$ cat src/rtl/lif_pkg.sv
// Shared types and sizing helpers for the neuron tile load streamer.
// Holds the state enum, the byte-count function and counter widths.
package lif_pkg;

  localparam int N_STAGES_DEF = 5;

  typedef enum logic [1:0] {
    IDLE,
    SEND,
    GAP
  } state_t;

  // Bytes per vector: a vector narrower than a byte still takes one.
  function automatic int lif_bytes(input int n_stages);
    int inputs;
    inputs = 1 << n_stages;
    return (inputs >= 8) ? inputs / 8 : 1;
  endfunction

  // Counter width able to hold 0..n-1, never narrower than one bit.
  function automatic int cnt_w(input int n);
    return (n <= 2) ? 1 : $clog2(n);
  endfunction

  // Width of the run-window counter, $clog2(MIN_RUN_CYCLES+1) min 1.
  function automatic int run_cnt_w(input int min_run);
    return (min_run < 1) ? 1 : $clog2(min_run + 1);
  endfunction

endpackage

$ cat src/rtl/lif_byte_serializer.sv
// Parallel-load shift register that presents its MS byte first.
// Ports: clk, reset, load, shift, data_in[W], byte_out[8], last.
module lif_byte_serializer
  import lif_pkg::*;
#(
  parameter int W     = 32,
  parameter int BYTES = 4
) (
  input  logic         clk,
  input  logic         reset,
  input  logic         load,
  input  logic         shift,
  input  logic [W-1:0] data_in,
  output logic [7:0]   byte_out,
  output logic         last
);

  localparam int CW = cnt_w(BYTES);

  logic [W-1:0]  sr;
  logic [W-1:0]  sr_shl;
  logic [CW-1:0] cnt;

  // Shifting past the final byte leaves zeros, so the bus idles at 0.
  generate
    if (W > 8) begin : g_wide
      assign sr_shl   = {sr[W-9:0], 8'h00};
      assign byte_out = sr[W-1 -: 8];
    end else if (W == 8) begin : g_byte
      assign sr_shl   = '0;
      assign byte_out = sr;
    end else begin : g_narrow
      assign sr_shl   = '0;
      assign byte_out = {{(8-W){1'b0}}, sr};
    end
  endgenerate

  always_ff @(posedge clk) begin
    if (reset) begin
      sr  <= '0;
      cnt <= '0;
    end else if (load) begin
      sr  <= data_in;
      cnt <= CW'(BYTES - 1);
    end else if (shift) begin
      sr <= sr_shl;
      if (cnt != '0) cnt <= cnt - CW'(1);
    end
  end

  assign last = (cnt == '0);

endmodule

$ cat src/rtl/lif_load_streamer.sv
// Host-side byte-serial loader for the LIF/PWM neuron tile.
// Ports: load_valid/ready/weights/data in; data_out, sel_weights, mode_run, busy, done out.
module lif_load_streamer
  import lif_pkg::*;
#(
  parameter  int N_STAGES       = N_STAGES_DEF,
  parameter  int MIN_RUN_CYCLES = 1,
  localparam int INPUTS         = 2 ** N_STAGES
) (
  input  logic              clk,
  input  logic              reset,
  input  logic              load_valid,
  output logic              load_ready,
  input  logic              load_weights,
  input  logic [INPUTS-1:0] load_data,
  output logic [7:0]        data_out,
  output logic              sel_weights,
  output logic              mode_run,
  output logic              busy,
  output logic              done
);

  localparam int BYTES = lif_bytes(N_STAGES);
  localparam int RW    = run_cnt_w(MIN_RUN_CYCLES);

  state_t        state, state_n;
  logic [RW-1:0] run_cnt, run_cnt_n;
  logic          sel_n, mode_n, busy_n, done_n, ready_n;
  logic          hs;
  logic          ser_last;

  assign hs = load_valid && load_ready;

  // data_out comes straight off the shift register flops.
  lif_byte_serializer #(
    .W     (INPUTS),
    .BYTES (BYTES)
  ) u_ser (
    .clk      (clk),
    .reset    (reset),
    .load     (hs),
    .shift    (state == SEND),
    .data_in  (load_data),
    .byte_out (data_out),
    .last     (ser_last)
  );

  always_comb begin
    state_n   = state;
    run_cnt_n = run_cnt;
    sel_n     = sel_weights;
    done_n    = 1'b0;
    unique case (state)
      IDLE: begin
        if (hs) begin
          state_n = SEND;
          sel_n   = load_weights;
        end
      end
      SEND: begin
        if (ser_last) begin
          done_n = 1'b1;
          if (MIN_RUN_CYCLES > 0) begin
            state_n   = GAP;
            run_cnt_n = RW'(MIN_RUN_CYCLES - 1);
          end else begin
            state_n = IDLE;
          end
        end
      end
      GAP: begin
        if (run_cnt == '0) state_n = IDLE;
        else run_cnt_n = run_cnt - RW'(1);
      end
      default: state_n = IDLE;
    endcase
    // Outputs follow the state being entered, so they are registered.
    mode_n  = (state_n != SEND);
    busy_n  = (state_n != IDLE);
    ready_n = (state_n == IDLE);
    if (state_n != SEND) sel_n = 1'b0;
  end

  always_ff @(posedge clk) begin
    if (reset) begin
      state       <= IDLE;
      run_cnt     <= '0;
      sel_weights <= 1'b0;
      mode_run    <= 1'b1;
      busy        <= 1'b0;
      done        <= 1'b0;
      load_ready  <= 1'b1;
    end else begin
      state       <= state_n;
      run_cnt     <= run_cnt_n;
      sel_weights <= sel_n;
      mode_run    <= mode_n;
      busy        <= busy_n;
      done        <= done_n;
      load_ready  <= ready_n;
    end
  end

endmodule

$ cat config.mk
export PLATFORM = sky130hd
export DESIGN_NAME = lif_load_streamer
export DESIGN_NICKNAME = d
export VERILOG_FILES = /design/src/rtl/lif_pkg.sv /design/src/rtl/lif_byte_serializer.sv /design/src/rtl/lif_load_streamer.sv
export SDC_FILE = /design/constraint.sdc
export NUM_CORES = 1
export LEC_CHECK = 0
export ABC_CLOCK_PERIOD_IN_PS = 2150
export CAP_MARGIN = 30
export CORE_ASPECT_RATIO = 2
export CORE_MARGIN = 1.5
export CORE_UTILIZATION = 51
export CTS_CLUSTER_SIZE = 28
export DETAILED_ROUTE_END_ITERATION = 12
export GPL_TIMING_DRIVEN = 0
export PLACE_DENSITY = 0.94
export SLEW_MARGIN = 20
export SYNTH_ARGS = -nofsm -noshare
export SYNTH_HDL_FRONTEND = slang
export SYNTH_SLANG_ARGS = --single-unit
$ cat constraint.sdc
create_clock -name clk -period 2.15 [get_ports clk]
set_input_delay 0.43 -clock clk [delete_from_list [all_inputs] [get_ports clk]]
set_output_delay 0.43 -clock clk [all_outputs]
set_load 0.05 [all_outputs]
==> results of run 1 <==
[worst max-delay path by stage]
stage	startpoint	end	slack, ns	depth (start not counted)
5_1_grt	u_ser.sr[29]	data_out[5]	0.13	2
4_1_cts	u_ser.sr[29]	data_out[5]	0.16	2
2_1_floorplan	load_ready	u_ser.sr[13]	0.66	4
3_3_place_gp	load_valid	u_ser.sr[15]	0.17	5
3_5_place_dp	load_valid	u_ser.sr[15]	0.13	5
6_report	u_ser.sr[29]	data_out[5]	0.15	2
[sequential cells by signal (all words and copies together) (netlist names)]
| signal | flops |
|---|---|
| u_ser.sr | 32 |
| done | 1 |
| load_ready | 1 |
| busy | 1 |
| mode_run | 1 |
| u_ser.cnt | 2 |
| sel_weights | 1 |
| state | 2 |
[report_power, final]
part | total [mW] | internal [mW] | switching, mW
Sequential | 0.895 | 0.846 | 0.0492
Combinational | 0.575 | 0.264 | 0.311
Clock | 0.651 | 0.377 | 0.273
Total | 2.12 | 1.49 | 0.633
[per-stage QoR]
step                      area (sq um)  util [%]  setup slack [ns]  instances  hold WS (ns)
after floorplan                   1750         -             0.659        184         0.447
after global placement            2260      67.8             0.167        263         0.455
after detailed placement          2260      67.8             0.134        263         0.459
after CTS                         2380      71.4             0.163        271         0.469
after global routing              2380      71.4             0.132        271         0.492
final                             2380      71.4             0.155        271         0.470
[area by class of cell]
cell class,instances,area (sq um)
inverters,3,11.3
repair buffers,47,470
clock buffers,6,82.6
flip-flops and latches,41,821
clock inverters,2,37.5
multi-input cells,117,757
well taps,32,40.0
plain buffers,23,165
fillers,245,956
[worst max-delay path: stages (launching register included)]
cell	delay, ns
dfxtp_1	0.37
buf_4	0.12
clkdlybuf4s50_1	0.79
[cell families after synthesis]
group | count (synthesis)
buffers and inverters | 26
AO/OA/AOI/OAI | 37
adder cells (fa/ha/maj) | 1
flip-flops | 41
multiplexers | 24
AND/OR/NAND/NOR | 54
XOR/XNOR | 1
[synthesized netlist by cell type (all sizes together) (2+ instances only)]
cell type	instances
a21oi	10
clkbuf	9
nand3	9
buf	14
nand2b	2
mux2i	24
inv	3
nor2	27
dfxtp	41
nor3b	3
nand2	9
a211oi	24
[per-layer routing]
metal / routed length [microns] / up-vias / track usage, %
met2: 2450 / 55 / 43.1
met4: 155 / 0 / 14.3
li1: - / 743 / -
met5: 0 / - / 0
met1: 1530 / 749 / 24.7
met3: 184 / 15 / 5.47
==> results.py, run 1 <==
metrics = {
    "run_status": {
        "status": "complete, no violations",
    },
    "logic_synthesis": {
        "synth_top_family_by_area": "compound AO/OA/AOI/OAI gates",
        "synth_edf_count": 0,
        "muxShareOfSynthArea_pct": 13.7,
        "synthDominantCellAreaShare_pct": 46.8,
        "synth_warnings": 0,
        "synth.distinct_cells": 25,
        "synth-async-reset-ratio_pct": 0,
        "synth.largest_area_cell": "dfxtp_1",
        "netlist_instances": 184,
        "yosys_most_used_dff": "dfxtp_1",
        "synth_nets": 221,
        "syn-mean-instance-area_sq_um": 9.53,
        "yosysSeqAreaShare_pct": 46.8,
        "ys_ff_latch": 41,
        "synth_xor_area_share_pct": 0.499,
        "yosys.area_share.simple_pct": 13.8,
        "synth_adder_area_share_pct": 0.713,
        "ys_top_cells_by_area": "dfxtp_1 47%, mux2i_1 14%, a211oi_1 10%, nor2_1 5.8%, buf_4 3.4%",
        "syn-cell-area_sq_mm": 0.00175,
        "synth_compound_area_share_pct": 14.5,
    },
    "timing": {
        "hold_violations": 0,
        "report.final.slew_viol_count": 0,
        "tns_ns": 0,
        "slew_headroom_pct": 65.5,
        "period_share_pct": 92.8,
        "rsz0062_at_grt": "false",
        "finClkSkew_ns": 0.00739,
        "period_minus_slack_ns": 2.00,
        "fmax_mhz": 501,
        "finalSetupViolations": 0,
        "worst_pin_slew_ns": 0.518,
    },
    "final_layout": {
        "antenna_cells": 0,
        "syn_to_final_growth_pct": 35.9,
        "drive_gt1_share_pct": 8.79,
        "final_cell_mix": "47 x clkdlybuf4s50_1, 41 x dfxtp_1, 27 x nor2_1",
        "nNetsFinal": 275,
        "final_common_cell": "clkdlybuf4s50_1",
    },
    "floorplanning": {
        "pin_count": 49,
        "die_x_microns": 44.5,
        "core_sq_mm": 0.00334,
        "die_h_microns": 85.9,
        "dieArea_sq_mm": 0.00382,
        "start_util_pct": 52.5,
        "num_rows": 30,
    },
    "global_route": {
        "grt_pass1_vias": 1561,
        "grt.total_usage_pct": 24.5,
        "grt-ovfl-total": 0,
        "grt_pass1_wl_microns": 6960,
        "grt_start_max_net_pins": 14,
        "antenna_found_initial": 0,
    },
    "clock_network": {
        "cts_resized": 0,
        "cts-root-buf": "clkbuf_8",
        "clkTransAtPathRegs_ns": 0.08,
        "clock_path_buffers": 2,
        "cts_tree": "built",
        "clock-sinks": 41,
        "h-tree-depth": 2,
        "clock_latency_ns": 0.30,
        "postCtsSetupBuffers": 0,
        "cts_buffers": 5,
        "hold_buffers": 0,
    },
    "power_and_ir_drop": {
        "power_density_mw_per_mm2": 889,
        "irDropWorstVdd_mv": 0.847,
        "p_total_mw": 2.12,
        "p_leak_nw": 1.03,
    },
    "routing": {
        "drt_pass1_iterations": 7,
        "ant_nets": 0,
        "wl_per_cell_microns": 15.9,
        "vias_per_cell": 5.76,
        "vias": 1562,
        "remaining_drc_errors": 0,
        "drt_iter0_drc": 46,
        "wirelength_microns": 4320,
    },
    "critical_path": {
        "critical_path_class": "flip-flop to output pin",
        "worstPathArrival_ns": 1.57,
        "critical_path_required_ns": 1.72,
        "rrSetupSlack_ns": 0.66,
        "r2r-start": "load_ready",
        "end_kind": "output pin",
        "startpoint_type": "flip-flop",
        "r2r_end": "u_ser.sr[15]",
        "crit_fanout": 2,
        "ff2ff_path_depth": 4,
    },
    "run": {
        "cap_violations": 0,
    },
    "place": {
        "io_buffers": 47,
        "globalplace.congestion": 0.833,
        "dp_hpwl_microns": 3140,
    },
    "min_path": {
        "min_delay_worst_endpoint": "u_ser.sr[1]",
        "worstHoldStart": "u_ser.sr[1]",
        "hold_depth": 2,
        "hold_class": "flip-flop to flip-flop",
    },
}
No activity file was read; power rests on OpenSTA's default activity.
==> inputs of run 2 (changes only) <==
- CORE_UTILIZATION: 51 -> 35
- PLACE_DENSITY: 0.94 -> 0.72
==> results.py, run 2 (synthesis results as in run 1) <==
metrics = {
    "floorplanning": {
        "dieArea_sq_mm": 0.00547,
        "core_sq_mm": 0.00486,
        "die_x_microns": 53.1,
        "die_h_microns": 103,
        "num_rows": 36,
        "start_util_pct": 36.1,
        "pin_count": 49,
    },
    "run_status": {
        "status": "complete, no violations",
    },
    "power_and_ir_drop": {
        "internal_power_mw": 1.36,
        "power_density_mw_per_mm2": 823,
        "p_comb_share_pct": 28.9,
        "swShare_pct": 30.4,
        "p_clk_share_pct": 25.6,
        "seqPwrFrac_pct": 45.5,
        "p_leak_nw": 1.02,
        "irDropWorstVdd_mv": 0.542,
        "power.net_switching_mw": 0.597,
    },
    "timing": {
        "rsz0062_at_grt": "false",
        "finalSetupViolations": 0,
        "worst_pin_slew_ns": 0.575,
        "fmax_mhz": 510,
        "tns_ns": 0,
        "finClkSkew_ns": 0.00427,
        "period_minus_slack_ns": 1.96,
        "report.final.slew_viol_count": 0,
        "slew_headroom_pct": 61.6,
        "period_share_pct": 91.3,
        "hold_violations": 0,
    },
    "clock_network": {
        "hold_buffers": 0,
        "cts_resized": 0,
        "h-tree-depth": 2,
        "clock-sinks": 41,
        "clock_path_buffers": 2,
        "clock_latency_ns": 0.29,
        "cts_buffers": 5,
        "clkTransAtPathRegs_ns": 0.07,
        "postCtsSetupBuffers": 0,
        "cts-root-buf": "clkbuf_8",
        "cts_tree": "built",
    },
    "final_layout": {
        "stdcell_count": 295,
        "syn_to_final_growth_pct": 35.8,
        "antenna_cells": 0,
        "top_regs": "u_ser.sr x32, state x2, u_ser.cnt x2",
        "final_cell_mix": "47 x clkdlybuf4s50_1, 41 x dfxtp_1, 27 x nor2_1",
        "final_common_cell": "clkdlybuf4s50_1",
        "drive_gt1_share_pct": 7.98,
        "nNetsFinal": 275,
        "largest_register_ffs": 32,
        "multi_input_area_sq_um": 757,
        "nFillCells": 475,
        "register_area_sq_um": 821,
        "top_register": "u_ser.sr",
    },
    "routing": {
        "ant_nets": 0,
        "remaining_drc_errors": 0,
        "wirelength_microns": 4200,
        "vias_per_cell": 4.98,
        "drt_pass1_iterations": 6,
        "vias": 1468,
        "wl_per_cell_microns": 14.2,
        "drt_iter0_drc": 21,
    },
    "global_route": {
        "grt.total_usage_pct": 17.3,
        "grt-ovfl-total": 0,
        "grt_pass1_wl_microns": 6820,
        "antenna_found_initial": 0,
        "grt_pass1_vias": 1516,
        "grt_start_max_net_pins": 12,
    },
    "critical_path": {
        "slowest_delay_ns": 0.78,
        "path_buf_inv": 2,
        "critical_path_required_ns": 1.72,
        "crit_family": "buffers and inverters",
        "cp_slowest_cell": "clkdlybuf4s50_1",
        "end_kind": "output pin",
        "worstPathArrival_ns": 1.53,
        "critical_path_class": "flip-flop to output pin",
        "startpoint_type": "flip-flop",
        "path_cells": "buf_4 -> clkdlybuf4s50_1",
        "crit_fanout": 2,
    },
    "place": {
        "io_buffers": 47,
        "globalplace.congestion": 0.768,
        "dp_hpwl_microns": 3180,
        "place_inst": 288,
    },
    "min_path": {
        "hold_class": "flip-flop to flip-flop",
    },
    "run": {
        "cap_violations": 0,
    },
}
run 2: cell types whose count changed in the layout (fill, tap and decap cells not counted):
cell	before	now
clkbuf_1	9	10
clkinvlp_4	1	0
bufinv_16	1	0
run 2: layer usage:
metal / GRT usage [%] / vias to the layer above / wire (microns)
li1: - / 740 / -
met1: 15.6 / 687 / 1480
met2: 34.3 / 33 / 2450
met3: 2.61 / 8 / 153
met4: 9.47 / 0 / 119
met5: 0 / - / 0
run 2: per-stage QoR:
step | power [mW] | util (%) | setup WS (ns) | cell area (sq um) | hold WS, ns
2_1_floorplan | 1.29 | - | 0.659 | 1750 | 0.447
3_3_place_gp | 1.47 | 47.2 | 0.0881 | 2300 | 0.455
3_5_place_dp | 1.48 | 47.2 | 0.0532 | 2300 | 0.461
4_1_cts | 1.98 | 49.0 | 0.188 | 2380 | 0.471
5_1_grt | 2.06 | 49.0 | 0.146 | 2380 | 0.491
6_report | 1.96 | 49.0 | 0.188 | 2380 | 0.469
run 2: final timing paths:
kind         slack, ns  depth (start not counted)            to          from
max               0.19                          2   data_out[4]  u_ser.sr[28]
min               0.47                          2   u_ser.sr[0]   u_ser.sr[0]
max reg2reg       0.64                          4  u_ser.sr[18]    load_ready
min reg2reg       0.47                          2   u_ser.sr[0]   u_ser.sr[0]
run 2: final cells by class:
type	instances	share of cell area [%]
buffer	23	6.93
inverter	3	0.473
sequential	41	34.5
tap	57	2.99
multi-input combinational	117	31.8
clock buffer	7	3.62
timing repair buffer	47	19.7
run 2: power groups by stage:
| stage | clock, mW | sequential (mW) | combinational [mW] |
|---|---|---|---|
| 5_1_grt | 0.542 | 0.901 | 0.615 |
| 4_1_cts | 0.513 | 0.892 | 0.573 |
| 3_3_place_gp | 0 | 0.905 | 0.563 |
| 3_5_place_dp | 0 | 0.909 | 0.572 |
| 2_1_floorplan | 0 | 0.934 | 0.354 |
| 6_report | 0.502 | 0.892 | 0.567 |
run 2: worst register-to-register path, delay by kind of cell, from the launching register on:
family          cells  cell delay, ns
compound gates      1            0.16
buf+inv             2            0.75
flops               1            0.33
simple gates        1            0.12
==> inputs of run 3 (changes only) <==
- ABC_CLOCK_PERIOD_IN_PS: 2150 -> 1900
- CAP_MARGIN: 30 -> 20
- clock period: 2.15 -> 1.9 ns (I/O delays scaled with it)
==> results.py, run 3 (synthesis results as in run 1) <==
metrics = {
    "timing": {
        "period_share_pct": 95.4,
        "finalSetupViolations": 0,
        "slew_headroom_pct": 61.3,
        "whs_ns": 0.470,
        "hold_violations": 0,
        "report.final.slew_viol_count": 0,
        "fmax_mhz": 552,
        "period_minus_slack_ns": 1.81,
        "worst_pin_slew_ns": 0.581,
        "finClkSkew_ns": 0.00511,
        "rsz0062_at_grt": "false",
    },
    "clock_network": {
        "hold_buffers": 0,
        "postCtsSetupBuffers": 0,
        "clkTransAtPathRegs_ns": 0.07,
        "cts_tree": "built",
        "clock_latency_ns": 0.29,
        "clock_path_buffers": 2,
        "h-tree-depth": 2,
        "clock-sinks": 41,
        "cts_buffers": 5,
        "cts-root-buf": "clkbuf_8",
    },
    "place": {
        "place_inst": 288,
        "globalplace.congestion": 0.768,
        "io_buffers": 47,
        "dp_hpwl_microns": 3180,
    },
    "power_and_ir_drop": {
        "p_clk_share_pct": 25.7,
        "p_leak_nw": 1.11,
        "power.net_switching_mw": 0.676,
        "internal_power_mw": 1.54,
        "power_density_mw_per_mm2": 924,
        "seqPwrFrac_pct": 45.6,
        "p_comb_share_pct": 28.7,
        "swShare_pct": 30.5,
        "irDropWorstVdd_mv": 0.612,
    },
    "critical_path": {
        "worstPathArrival_ns": 1.43,
        "cp_slowest_cell": "clkdlybuf4s50_1",
        "path_cells": "clkdlybuf4s50_1",
        "crit_fanout": 2,
        "critical_path_required_ns": 1.52,
        "startpoint_type": "flip-flop",
        "path_buf_inv": 1,
        "crit_family": "buffers and inverters",
        "slowest_delay_ns": 0.81,
        "end_kind": "output pin",
        "critical_path_class": "flip-flop to output pin",
    },
    "final_layout": {
        "top_regs": "u_ser.sr x32, state x2, u_ser.cnt x2",
        "nFillCells": 476,
        "top_register": "u_ser.sr",
        "drive_gt1_share_pct": 7.98,
        "final_cell_mix": "41 x dfxtp_1, 38 x clkdlybuf4s50_1, 27 x nor2_1",
        "antenna_cells": 0,
        "final_common_cell": "dfxtp_1",
        "multi_input_area_sq_um": 757,
        "syn_to_final_growth_pct": 36.4,
        "register_area_sq_um": 821,
        "stdcell_count": 295,
        "largest_register_ffs": 32,
        "nNetsFinal": 275,
    },
    "global_route": {
        "antenna_found_initial": 0,
        "grt-ovfl-total": 0,
        "grt_start_max_net_pins": 12,
        "grt.total_usage_pct": 17.4,
        "grt_pass1_wl_microns": 6830,
        "grt_pass1_vias": 1522,
    },
    "routing": {
        "vias_per_cell": 4.95,
        "ant_nets": 0,
        "drt_iter0_drc": 18,
        "wl_per_cell_microns": 14.3,
        "wirelength_microns": 4210,
        "vias": 1461,
        "remaining_drc_errors": 0,
        "drt_pass1_iterations": 4,
    },
    "floorplanning": {
        "dieArea_sq_mm": 0.00547,
        "die_h_microns": 103,
        "pin_count": 49,
        "core_sq_mm": 0.00486,
        "num_rows": 36,
        "die_x_microns": 53.1,
        "start_util_pct": 36.1,
    },
    "run_status": {
        "status": "complete, no violations",
    },
    "run": {
        "cap_violations": 0,
    },
    "min_path": {
        "hold_class": "flip-flop to flip-flop",
    },
}
run 3: cell types whose count changed in the layout (fill, tap and decap cells not counted):
cell / before / now
clkdlybuf4s50_1: 47 / 38
dlygate4sd2_1: 0 / 3
dlymetal6s2s_1: 0 / 6
run 3: power by group through the flow:
stage	logic (mW)	registers [mW]	clock network, mW
2_1_floorplan	0.401	1.06	0
3_3_place_gp	0.637	1.02	0
3_5_place_dp	0.647	1.03	0
4_1_cts	0.643	1.01	0.581
5_1_grt	0.688	1.02	0.613
6_report	0.634	1.01	0.569
run 3: worst min-delay path: cells and delay by family (launching register included):
family,cells,cell delay [ns]
AND/OR/NAND/NOR,1,0.06
flip-flops,1,0.31
AO/OA/AOI/OAI,1,0.06
run 3: stage by stage:
| stage | utilization, % | total power, mW | setup slack [ns] | area [sq um] | setup TNS, ns |
|---|---|---|---|---|---|
| floorplan | - | 1.46 | 0.409 | 1750 | 0 |
| global placement | 47.2 | 1.66 | -0.112 | 2300 | -1.05 |
| detailed placement | 47.2 | 1.68 | -0.147 | 2300 | -1.27 |
| CTS | 48.9 | 2.23 | 0.000896 | 2380 | 0 |
| global route | 49.2 | 2.32 | 0.00232 | 2390 | 0 |
| finish | 49.2 | 2.21 | 0.0880 | 2390 | 0 |
run 3: layout make-up:
class / instances / area share, %
Tap cell: 57 / 2.98
Buffer: 23 / 6.90
Clock buffer: 7 / 3.61
Multi-Input combinational cell: 117 / 31.6
Timing Repair Buffer: 47 / 20.1
Inverter: 3 / 0.470
Sequential cell: 41 / 34.3
run 3: path summary, 6_finish.rpt:
| check | to | slack [ns] | depth (start not counted) | startpoint |
|---|---|---|---|---|
| worst max-delay path | sel_weights | 0.09 | 1 | sel_weights |
| worst min-delay path | u_ser.sr[1] | 0.47 | 2 | u_ser.sr[1] |
| worst max register to register | u_ser.sr[18] | 0.38 | 4 | load_ready |
| worst min register to register | u_ser.sr[1] | 0.47 | 2 | u_ser.sr[1] |
run 3: repair_timing:
item                       4_1_cts  5_1_grt
gates cloned                     0        0
setup endpoints to repair        3        6
gates resized for setup          3        6
run 3: routing by layer:
metal / vias to the layer above / track usage, % / routed length (microns)
li1: 741 / - / -
met3: 8 / 2.61 / 146
met1: 681 / 15.6 / 1470
met4: 0 / 9.47 / 119
met5: - / 0 / 0
met2: 31 / 34.4 / 2480
